`src/rtl/spike_count_decoder.sv`:
```
// Spike-count decoder: accumulates per-neuron spike counts over T_STEPS valid beats,
// then resolves the winning neuron with a one-neuron-per-cycle argmax scan.
module spike_count_decoder #(
    parameter  int N_OUT   = 10,
    parameter  int T_STEPS = 16,
    localparam int CNT_W   = $clog2(T_STEPS + 1),
    localparam int IDX_W   = (N_OUT > 1) ? $clog2(N_OUT) : 1
) (
    input  logic             clk_i,
    input  logic             rst_i,
    input  logic [N_OUT-1:0] spike_i,
    input  logic             valid_i,
    input  logic             start_i,
    output logic             busy_o,
    output logic             done_o,
    output logic [IDX_W-1:0] class_o,
    output logic [CNT_W-1:0] max_count_o,
    output logic             tie_o
);

    localparam int SCAN_W = $clog2(N_OUT + 1);

    typedef enum logic [1:0] {S_IDLE, S_ACCUM, S_SCAN, S_DONE} state_t;

    state_t             r_state, w_next_state;
    logic [CNT_W-1:0]   r_cnt [N_OUT];
    logic [CNT_W-1:0]   r_step;
    logic [SCAN_W-1:0]  r_scan_idx;
    logic [CNT_W-1:0]   r_cmp_cnt;
    logic [IDX_W-1:0]   r_cmp_idx;
    logic               r_cmp_vld;
    logic [IDX_W-1:0]   r_best_idx;
    logic [CNT_W-1:0]   r_best_cnt;
    logic               r_best_tie;
    logic [IDX_W-1:0]   r_class;
    logic [CNT_W-1:0]   r_max;
    logic               r_tie;

    logic               w_start_ok, w_last_beat, w_scan_last;
    logic [CNT_W-1:0]   w_rd_cnt;
    logic [IDX_W-1:0]   w_best_idx;
    logic [CNT_W-1:0]   w_best_cnt;
    logic               w_best_tie;

    assign w_start_ok  = start_i && (r_state == S_IDLE || r_state == S_DONE);
    assign w_last_beat = (r_state == S_ACCUM) && valid_i && (r_step == CNT_W'(T_STEPS - 1));
    assign w_scan_last = (r_state == S_SCAN) && r_cmp_vld && (r_cmp_idx == IDX_W'(N_OUT - 1));

    // NOTE: every always_comb output gets a default first so no path can infer a latch.
    always_comb begin
        w_rd_cnt = '0;
        for (int i = 0; i < N_OUT; i++)
            if (r_scan_idx == SCAN_W'(i)) w_rd_cnt = r_cnt[i];
    end

    // Strict greater-than keeps the lowest index on ties; equality past index 0 flags a tie.
    always_comb begin
        w_best_idx = r_best_idx;
        w_best_cnt = r_best_cnt;
        w_best_tie = r_best_tie;
        if (r_cmp_vld) begin
            if (r_cmp_cnt > r_best_cnt) begin
                w_best_idx = r_cmp_idx;
                w_best_cnt = r_cmp_cnt;
                w_best_tie = 1'b0;
            end else if (r_cmp_cnt == r_best_cnt && r_cmp_idx != '0) begin
                w_best_tie = 1'b1;
            end
        end
    end

    // NOTE: sequential state uses non-blocking assignments only, so every flop samples pre-edge values.
    always_ff @(posedge clk_i or negedge rst_i) begin
        if (!rst_i) r_state <= S_IDLE;
        else        r_state <= w_next_state;
    end

    always_comb begin
        w_next_state = r_state;
        case (r_state)
            S_IDLE:  if (w_start_ok) w_next_state = S_ACCUM;
            S_ACCUM: if (w_last_beat) w_next_state = S_SCAN;
            S_SCAN:  if (w_scan_last) w_next_state = S_DONE;
            S_DONE:  w_next_state = w_start_ok ? S_ACCUM : S_IDLE;
            default: w_next_state = S_IDLE;
        endcase
    end

    always_comb begin
        busy_o = (r_state == S_ACCUM) || (r_state == S_SCAN);
        done_o = (r_state == S_DONE);
    end

    // NOTE: the counter array is a handful of flops that must read zero after an abort, so it is reset like any register.
    always_ff @(posedge clk_i or negedge rst_i) begin
        if (!rst_i) begin
            for (int i = 0; i < N_OUT; i++) r_cnt[i] <= '0;
            r_step     <= '0;
            r_scan_idx <= '0;
            r_cmp_cnt  <= '0;
            r_cmp_idx  <= '0;
            r_cmp_vld  <= 1'b0;
            r_best_idx <= '0;
            r_best_cnt <= '0;
            r_best_tie <= 1'b0;
            r_class    <= '0;
            r_max      <= '0;
            r_tie      <= 1'b0;
        end else begin
            if (w_start_ok) begin
                for (int i = 0; i < N_OUT; i++) r_cnt[i] <= '0;
                r_step     <= '0;
                r_scan_idx <= '0;
                r_cmp_vld  <= 1'b0;
                r_best_idx <= '0;
                r_best_cnt <= '0;
                r_best_tie <= 1'b0;
                r_class    <= '0;
                r_max      <= '0;
                r_tie      <= 1'b0;
            end
            if (r_state == S_ACCUM && valid_i) begin
                for (int i = 0; i < N_OUT; i++) r_cnt[i] <= r_cnt[i] + CNT_W'(spike_i[i]);
                r_step <= r_step + 1'b1;
            end
            // Two-stage scan: register the selected count, compare it on the following edge.
            if (r_state == S_SCAN) begin
                if (r_scan_idx < SCAN_W'(N_OUT)) begin
                    r_cmp_cnt  <= w_rd_cnt;
                    r_cmp_idx  <= IDX_W'(r_scan_idx);
                    r_cmp_vld  <= 1'b1;
                    r_scan_idx <= r_scan_idx + 1'b1;
                end else begin
                    r_cmp_vld  <= 1'b0;
                end
                r_best_idx <= w_best_idx;
                r_best_cnt <= w_best_cnt;
                r_best_tie <= w_best_tie;
            end
            if (w_scan_last) begin
                r_class <= w_best_idx;
                r_max   <= w_best_cnt;
                r_tie   <= w_best_tie;
            end
        end
    end

    assign class_o     = r_class;
    assign max_count_o = r_max;
    assign tie_o       = r_tie;

endmodule

```
`config.mk`:
```
export PLATFORM = sky130hd
export DESIGN_NAME = spike_count_decoder
export DESIGN_NICKNAME = d
export VERILOG_FILES = /design/src/rtl/spike_count_decoder.sv
export SDC_FILE = /design/constraint.sdc
export NUM_CORES = 1
export LEC_CHECK = 0
export ABC_AREA = 1
export BUFFER_PORTS_ARGS = -buffer_cell sky130_fd_sc_hd__buf_2
export CORE_AREA = 2 2 144 76
export DETAILED_ROUTE_END_ITERATION = 10
export DIE_AREA = 0 0 146 78
export PLACE_DENSITY = 0.66
export SYNTH_ARGS = -nofsm -noshare
export SYNTH_HDL_FRONTEND = slang
export SYNTH_SLANG_ARGS = --single-unit
```
`constraint.sdc`:
```
create_clock -name clk_i -period 2.3 [get_ports clk_i]
set_input_delay 0.23 -clock clk_i [delete_from_list [all_inputs] [get_ports clk_i]]
set_output_delay 0.23 -clock clk_i [all_outputs]
set_load 0.005 [all_outputs]
```
==> After elaboration in Yosys (flattened, before gate mapping) <==
Cells that the tools add are included.
{ "classes": {"add_sub_neg": 12, "n_lt_le_gt_ge": 2, "eq_ne": 18, "n_mux": 39, "reduce_logical": 16} }
{ "op_table": {"columns": ["operator", "count"], "rows": [
  ["2-to-1 mux 50 bit", 2],
  ["2-to-1 mux 5 bit", 16],
  ["adder 5 x 1 -> 5 bit", 10],
  ["2-to-1 mux 4 bit", 8],
  ["equality test 4 x 3 -> 1 bit (second input constant)", 4],
  ["equality test 4 bit (second input constant)", 3],
  ["2-to-1 mux 1 bit", 9],
  ["equality test 4 x 2 -> 1 bit (second input constant)", 2],
  ["case mux 2 bit (4 select lines)", 1],
  ["logical AND 1 bit", 6],
  ["2-to-1 mux 2 bit", 3],
  ["!= test 2 bit (second input constant)", 3],
  ["nonzero test 2 bit", 3],
  ["adder 5 x 1 -> 5 bit (second input constant)", 1],
  ["equality test 5 x 4 -> 1 bit (second input constant)", 1],
  ["equality test 5 bit", 1],
  ["> comparator 5 bit", 1],
  ["adder 4 x 1 -> 4 bit (second input constant)", 1],
  ["equality test 2 bit (second input constant)", 2],
  ["equality test 4 x 1 -> 1 bit (second input constant)", 1],
  ["logical NOT 4 bit", 1],
  ["less-than comparator 4 bit (second input constant)", 1],
  ["nonzero test 4 bit", 1],
  ["AND reduction 3 bit", 1],
  ["4 further kinds", 5]
]} }
{ "word_totals": {"register_bits": 91, "wordCells": 109} }

==> Logic depth before layout (Yosys ltp) <==
{ "depth": {"ltp_word": 11, "mapped_depth": 14} }

==> Worst setup path after synthesis <==
Ideal clock, no wire load.
{ "synth_path": {"kind": "flip-flop to flip-flop", "start": "reg r_cmp_cnt[4]", "end": "reg r_best_idx[1]", "setup_time_ps": 141, "arrival_time_ps": 1607, "slack_ps": 553, "path_stages_with_launch": 10, "cell_sequence": "dfrtp_1 > ha_1 > nand2_1 > nor3_1 > nor2_1 > o211ai_1 > nand2_2 > clkbuf_2 > o21ai_0 > o22ai_1"} }
{ "synth_between": {"elab_chain_len": 4} }
{ "synth_rtl": {"columns": ["item", "line_no", "rtl"], "rows": [
  ["start, declared", "29", "logic [CNT_W-1:0] r_cmp_cnt;"],
  ["start signal, assigned", "129", "r_cmp_cnt <= w_rd_cnt;"],
  ["> comparator 5 bit", "62", "if (r_cmp_cnt > r_best_cnt) begin"],
  ["2-to-1 mux 4 bit", "62", null],
  ["2-to-1 mux 4 bit", "61", "if (r_cmp_vld) begin"],
  ["2-to-1 mux 4 bit", "127", "if (r_state == S_SCAN) begin"],
  ["end signal, assigned", "136", "r_best_idx <= w_best_idx;"],
  ["end, declared", "32", "logic [IDX_W-1:0] r_best_idx;"]
]} }
No other way between the ends.
A chain may end at the register's enable or synchronous reset.

==> Final worst setup path <==
{ "layout_path": {"start": "reg r_scan_idx[1]", "end": "reg r_cmp_cnt[2]"} }
{ "layout_between": {"elab_chain_len": 11, "elab_cells_between_ends": 22, "classes_between": "order compare (1); eq/ne (9); mux (10); reduce/logical (2)"} }
{ "layout_rtl": {"columns": ["item", "line_no", "rtl"], "rows": [
  ["start, declared", "28", "logic [SCAN_W-1:0] r_scan_idx;"],
  ["start signal, assigned", "132", "r_scan_idx <= r_scan_idx + 1'b1;"],
  ["logical NOT 4 bit", "53", "if (r_scan_idx == SCAN_W'(i)) w_rd_cnt = r_cnt[i];"],
  ["2-to-1 mux 5 bit (10 in a row)", "53", null]
]} }
Parallel ways exist; a longest one is shown, timed or not.

==> impl_results.html <==
<table>
<tr><th>Metric</th><th>Value</th></tr>
<tr><th colspan="2">Finish</th></tr>
<tr><td>Non-filler cells, final</td><td>786</td></tr>
<tr><td>Post-synthesis to final-layout area growth</td><td>13.7%</td></tr>
<tr><td>Post-layout net count</td><td>691</td></tr>
<tr><td>Fraction of final layout cells sized beyond drive strength 1</td><td>10.1%</td></tr>
<tr><td>Antenna cells</td><td>0</td></tr>
<tr><th colspan="2">Yosys</th></tr>
<tr><td>Area leader, netlist</td><td>sky130_fd_sc_hd__dfrtp_1</td></tr>
<tr><td>Share of flip-flops with an asynchronous set or reset</td><td>100%</td></tr>
<tr><td>Post-synthesis instance area</td><td>4940 µm²</td></tr>
<tr><td>Portion of the post-synthesis area used by sequential elements</td><td>46.1%</td></tr>
<tr><td>Synthesized area divided by synthesized cell count</td><td>8.10 µm²</td></tr>
<tr><td>Synth top area share</td><td>46.1%</td></tr>
<tr><td>Total of warnings raised by yosys</td><td>0</td></tr>
<tr><td>Synth cell types</td><td>32</td></tr>
<tr><td>Number of synthesized flops with an enable pin</td><td>0</td></tr>
<tr><td>Most frequent cell after synthesis</td><td>sky130_fd_sc_hd__nand2_1</td></tr>
<tr><td>Post-synthesis net count</td><td>660</td></tr>
<tr><td>Leading post-synthesis cells by cell area</td><td>sky130_fd_sc_hd__dfrtp_1 (46%), sky130_fd_sc_hd__nand2_1 (10%), sky130_fd_sc_hd__ha_1 (9.1%), sky130_fd_sc_hd__nand3_1 (7.3%), sky130_fd_sc_hd__o21ai_0 (6.6%)</td></tr>
<tr><td>Cells after synthesis</td><td>610</td></tr>
<tr><td>Most used flip-flop cell after synthesis</td><td>sky130_fd_sc_hd__dfrtp_1</td></tr>
<tr><td>Most frequent cells after synthesis</td><td>sky130_fd_sc_hd__nand2_1 (131), sky130_fd_sc_hd__dfrtp_1 (91), sky130_fd_sc_hd__inv_1 (78)</td></tr>
<tr><td>Post-synthesis register bit count</td><td>91</td></tr>
<tr><th colspan="2">Power and ir drop</th></tr>
<tr><td>Cell-internal power</td><td>3500 µW</td></tr>
<tr><td>Combinational Power Share</td><td>39.0%</td></tr>
<tr><td>Leak Pwr</td><td>0.00283 µW</td></tr>
<tr><td>Net switching power</td><td>2390 µW</td></tr>
<tr><td>Clock network fraction of total power</td><td>25.4%</td></tr>
<tr><td>Switching Fraction</td><td>40.6%</td></tr>
<tr><td>Peak supply drop</td><td>401 µV</td></tr>
<tr><td>Power per unit of standard cell area</td><td>1050 nW/µm²</td></tr>
<tr><td>Sequential Power Share</td><td>35.6%</td></tr>
<tr><th colspan="2">Critical path</th></tr>
<tr><td>Worst path required time</td><td>2580 ps</td></tr>
<tr><td>Cell with the biggest individual delay on the critical path</td><td>sky130_fd_sc_hd__dfrtp_1</td></tr>
<tr><td>Endpoint class of the critical path</td><td>flop</td></tr>
<tr><td>Data arrival time of the critical path</td><td>2290 ps</td></tr>
<tr><td>Element type at the critical path start</td><td>flop</td></tr>
<tr><td>Highest net fanout along the worst path</td><td>5</td></tr>
<tr><td>Reg-to-reg endpoint</td><td>r_cmp_cnt[2]$_DFFE_PN0P_</td></tr>
<tr><td>Reg2Reg Launch Point</td><td>r_scan_idx[1]$_DFF_PN0_</td></tr>
<tr><td>Family with the most delay on the worst path</td><td>simple AND/OR/NAND/NOR gates</td></tr>
<tr><td>Crit path cell chain</td><td>inv_1 -&gt; ha_1 -&gt; inv_1 -&gt; nor3_2 -&gt; nand2_1 -&gt; nand3_1 -&gt; nand3_1 -&gt; nand3b_1 -&gt; nand2_1 -&gt; nand2_1 -&gt; nand2_1 -&gt; nand2_1 -&gt; nand2_1 -&gt; nand2_1</td></tr>
<tr><td>Most common cell on crit path</td><td>sky130_fd_sc_hd__nand2_1</td></tr>
<tr><td>CP startpoint</td><td>r_scan_idx[1]$_DFF_PN0_</td></tr>
<tr><td>Slowest stage delay, CP</td><td>420 ps</td></tr>
<tr><td>Class of the most critical setup path</td><td>reg -&gt; reg</td></tr>
<tr><td>Endpoint of the most critical setup path</td><td>r_cmp_cnt[2]$_DFFE_PN0P_</td></tr>
<tr><td>Logic depth of the worst path, buffers included</td><td>14</td></tr>
<tr><td>Number of cells on the worst reg-to-reg path</td><td>14</td></tr>
<tr><td>Buffers &amp; Inverters on Critical Path</td><td>2</td></tr>
<tr><td>Reg-to-reg slack, setup</td><td>300 ps</td></tr>
<tr><th colspan="2">STA</th></tr>
<tr><td>Setup Skew</td><td>8.77 ps</td></tr>
<tr><td>RSZ-0062 raised after global routing</td><td>false</td></tr>
<tr><td>Final setup violation count</td><td>0</td></tr>
<tr><td>Total negative slack</td><td>0 ps</td></tr>
<tr><td>Achievable clock frequency</td><td>0.499 GHz</td></tr>
<tr><td>Number of hold-slack violations in the final timing report</td><td>0</td></tr>
<tr><td>Post-layout minimum cycle time</td><td>2000 ps</td></tr>
<tr><td>Slew at the pin with the worst max-slew slack</td><td>444 ps</td></tr>
<tr><td>Number of max-slew violations in the final report</td><td>0</td></tr>
<tr><td>Post-route clock period utilization</td><td>87.1%</td></tr>
<tr><td>Slew HR</td><td>70.4%</td></tr>
<tr><th colspan="2">Clock tree</th></tr>
<tr><td>Number of clock buffers inserted by TritonCTS</td><td>9</td></tr>
<tr><td>Clock Latency Late Sink</td><td>350 ps</td></tr>
<tr><td>Bufs on Longest Clock Path</td><td>2</td></tr>
<tr><td>H-tree lvl count</td><td>3</td></tr>
<tr><td>Clock root buffer master</td><td>sky130_fd_sc_hd__clkbuf_16</td></tr>
<tr><td>Clock tree from TritonCTS</td><td>built</td></tr>
<tr><td>Total clock sinks</td><td>91</td></tr>
<tr><td>Clock transition at the registers of the reported paths</td><td>70 ps</td></tr>
<tr><th colspan="2">Place</th></tr>
<tr><td>Count of buffers inserted at the top-level ports</td><td>25</td></tr>
<tr><td>Post-Place Cells</td><td>769</td></tr>
<tr><td>HPWL reported at the end of detailed placement</td><td>7.72 mm</td></tr>
<tr><td>Routability congestion estimate</td><td>0.770</td></tr>
<tr><th colspan="2">Floorplanning</th></tr>
<tr><td>Site row count</td><td>26</td></tr>
<tr><td>Width of the die</td><td>146 µm</td></tr>
<tr><td>Die area</td><td>11400 µm²</td></tr>
<tr><td>Initial Util</td><td>49.3%</td></tr>
<tr><td>Floorplan die height</td><td>78 µm</td></tr>
<tr><td>Count of boundary I/O pins</td><td>26</td></tr>
<tr><td>Core Box Area</td><td>10000 µm²</td></tr>
<tr><th colspan="2">Min path</th></tr>
<tr><td>Worst hold path class</td><td>in -&gt; reg</td></tr>
<tr><th colspan="2">Job</th></tr>
<tr><td>Number of violations of the max-capacitance limit</td><td>0</td></tr>
<tr><th colspan="2">Detailed routing</th></tr>
<tr><td>Via/cell ratio</td><td>5.30</td></tr>
<tr><td>Iteration-0 DRC Markers</td><td>300</td></tr>
<tr><td>Drt wl/cell</td><td>13.9 µm</td></tr>
<tr><td>Residual DRC count</td><td>0</td></tr>
<tr><td>Routed wire length</td><td>10.9 mm</td></tr>
<tr><td>Number of vias in the routed layout</td><td>4165</td></tr>
<tr><td>Number of detailed-routing iterations run before antenna repair</td><td>5</td></tr>
<tr><td>Number of routed nets with antenna violations</td><td>0</td></tr>
<tr><th colspan="2">GRT</th></tr>
<tr><td>GR Util All Layers</td><td>20.8%</td></tr>
<tr><td>Remaining global-route overflow</td><td>0</td></tr>
<tr><td>Initial antenna violation count</td><td>0</td></tr>
<tr><td>Wire length of the first global-routing pass</td><td>19.0 mm</td></tr>
<tr><td>Largest net degree at the start of global routing</td><td>61</td></tr>
<tr><td>Number of global-route vias before repair</td><td>3898</td></tr>
<tr><th colspan="2">Outcome</th></tr>
<tr><td>Result of the run</td><td>completed</td></tr>
</table>
sequential cells by signal, summed over array words and instances (netlist names):
name	flops
r_step	5
max_count_o	5
r_cmp_vld	1
tie_o	1
r_best_tie	1
r_best_idx	4
r_cnt	50
r_scan_idx	4
r_cmp_cnt	5
r_cmp_idx	4
r_best_cnt	5
r_state	2
class_o	4
how the worst min path moves through the flow:
stage / startpoint / end / slack, ps / depth (start not counted)
2_1_floorplan: rst_i / class_o[0]$_DFFE_PN0P_ / -70 / 0
6_report: spike_i[4] / r_cnt[25]$_DFFE_PN0P_ / 210 / 4
4_1_cts: spike_i[4] / r_cnt[25]$_DFFE_PN0P_ / 210 / 4
3_3_place_gp: rst_i / r_step[1]$_DFFE_PN0P_ / 210 / 1
3_5_place_dp: rst_i / r_step[1]$_DFFE_PN0P_ / 210 / 1
5_1_grt: spike_i[4] / r_cnt[25]$_DFFE_PN0P_ / 220 / 4
tightest hold or removal path: stages:
cell,delay [ps]
sky130_fd_sc_hd__buf_2,80
sky130_fd_sc_hd__ha_1,120
sky130_fd_sc_hd__nand2_1,50
sky130_fd_sc_hd__nand2_1,50
cells in the final DEF (no fill, tap or decap), types with 3 or more instances in the layout:
cell type	n
sky130_fd_sc_hd__o22ai_1	15
sky130_fd_sc_hd__nand3_1	72
sky130_fd_sc_hd__dfrtp_1	91
sky130_fd_sc_hd__nand3b_1	4
sky130_fd_sc_hd__nor2_4	4
sky130_fd_sc_hd__clkbuf_16	9
sky130_fd_sc_hd__buf_2	24
sky130_fd_sc_hd__a21oi_1	30
sky130_fd_sc_hd__inv_1	78
sky130_fd_sc_hd__nand2_1	131
sky130_fd_sc_hd__o31ai_1	4
sky130_fd_sc_hd__buf_4	9
sky130_fd_sc_hd__inv_2	3
sky130_fd_sc_hd__nand4_1	3
sky130_fd_sc_hd__nor2_1	34
sky130_fd_sc_hd__buf_12	4
sky130_fd_sc_hd__o21ai_0	65
sky130_fd_sc_hd__ha_1	36
sky130_fd_sc_hd__o32ai_1	4
layer usage:
layer / track usage, % / routed length (µm) / vias up
met4: 6.41 / 140 / 0
met2: 31.1 / 4640 / 76
met5: 0 / 0 / -
met1: 30.2 / 5680 / 1981
met3: 4.71 / 450 / 11
li1: - / - / 2097
layout make-up:
type                       count  area, µm²
clock buffer                   9        225
clock inverter                 7       75.1
fill                         962       4400
inverter                      82        308
multi-input combinational    419       2280
sequential                    91       2280
tap                          140        175
timing repair buffer          38        278
power by group through the flow:
stage	sequential [µW]	clock, µW	combinational, µW
2_1_floorplan	2050	0	1600
3_3_place_gp	2110	0	2250
3_5_place_dp	2120	0	2280
4_1_cts	2100	1540	2300
5_1_grt	2140	1610	2650
6_report	2100	1500	2300
metrics by stage:
step / hold WS (ps) / setup slack (ps) / total power (µW) / utilization (%) / area (µm²)
finish: 210 / 297 / 5890 / 56.1 / 5620
detailed placement: 209 / 207 / 4400 / 52.9 / 5300
floorplan: -65.6 / 553 / 3660 / - / 4940
global placement: 208 / 196 / 4360 / 52.9 / 5300
global route: 216 / 34.0 / 6400 / 56.1 / 5620
CTS: 205 / 183 / 5940 / 56.0 / 5610
timing repair:
action | in CTS | in global routing
gates resized for setup | 0 | 1
hold buffers | 1 | 0
setup endpoints to repair | 0 | 4
buffers inserted | 0 | 0
hold endpoints to repair | 31 | 0
cells by family (layout without fill, tap and decap cells):
logic type               Yosys count  in the layout  synth area share [%]
AND/OR/NAND/NOR                  259            259                  23.2
AO/OA/AOI/OAI                    124            124                  13.8
buffers and inverters            100            136                  7.85
flip-flops                        91             91                  46.1
adder cells (fa/ha/maj)           36             36                  9.12
No activity file was read; power rests on OpenSTA's default activity.
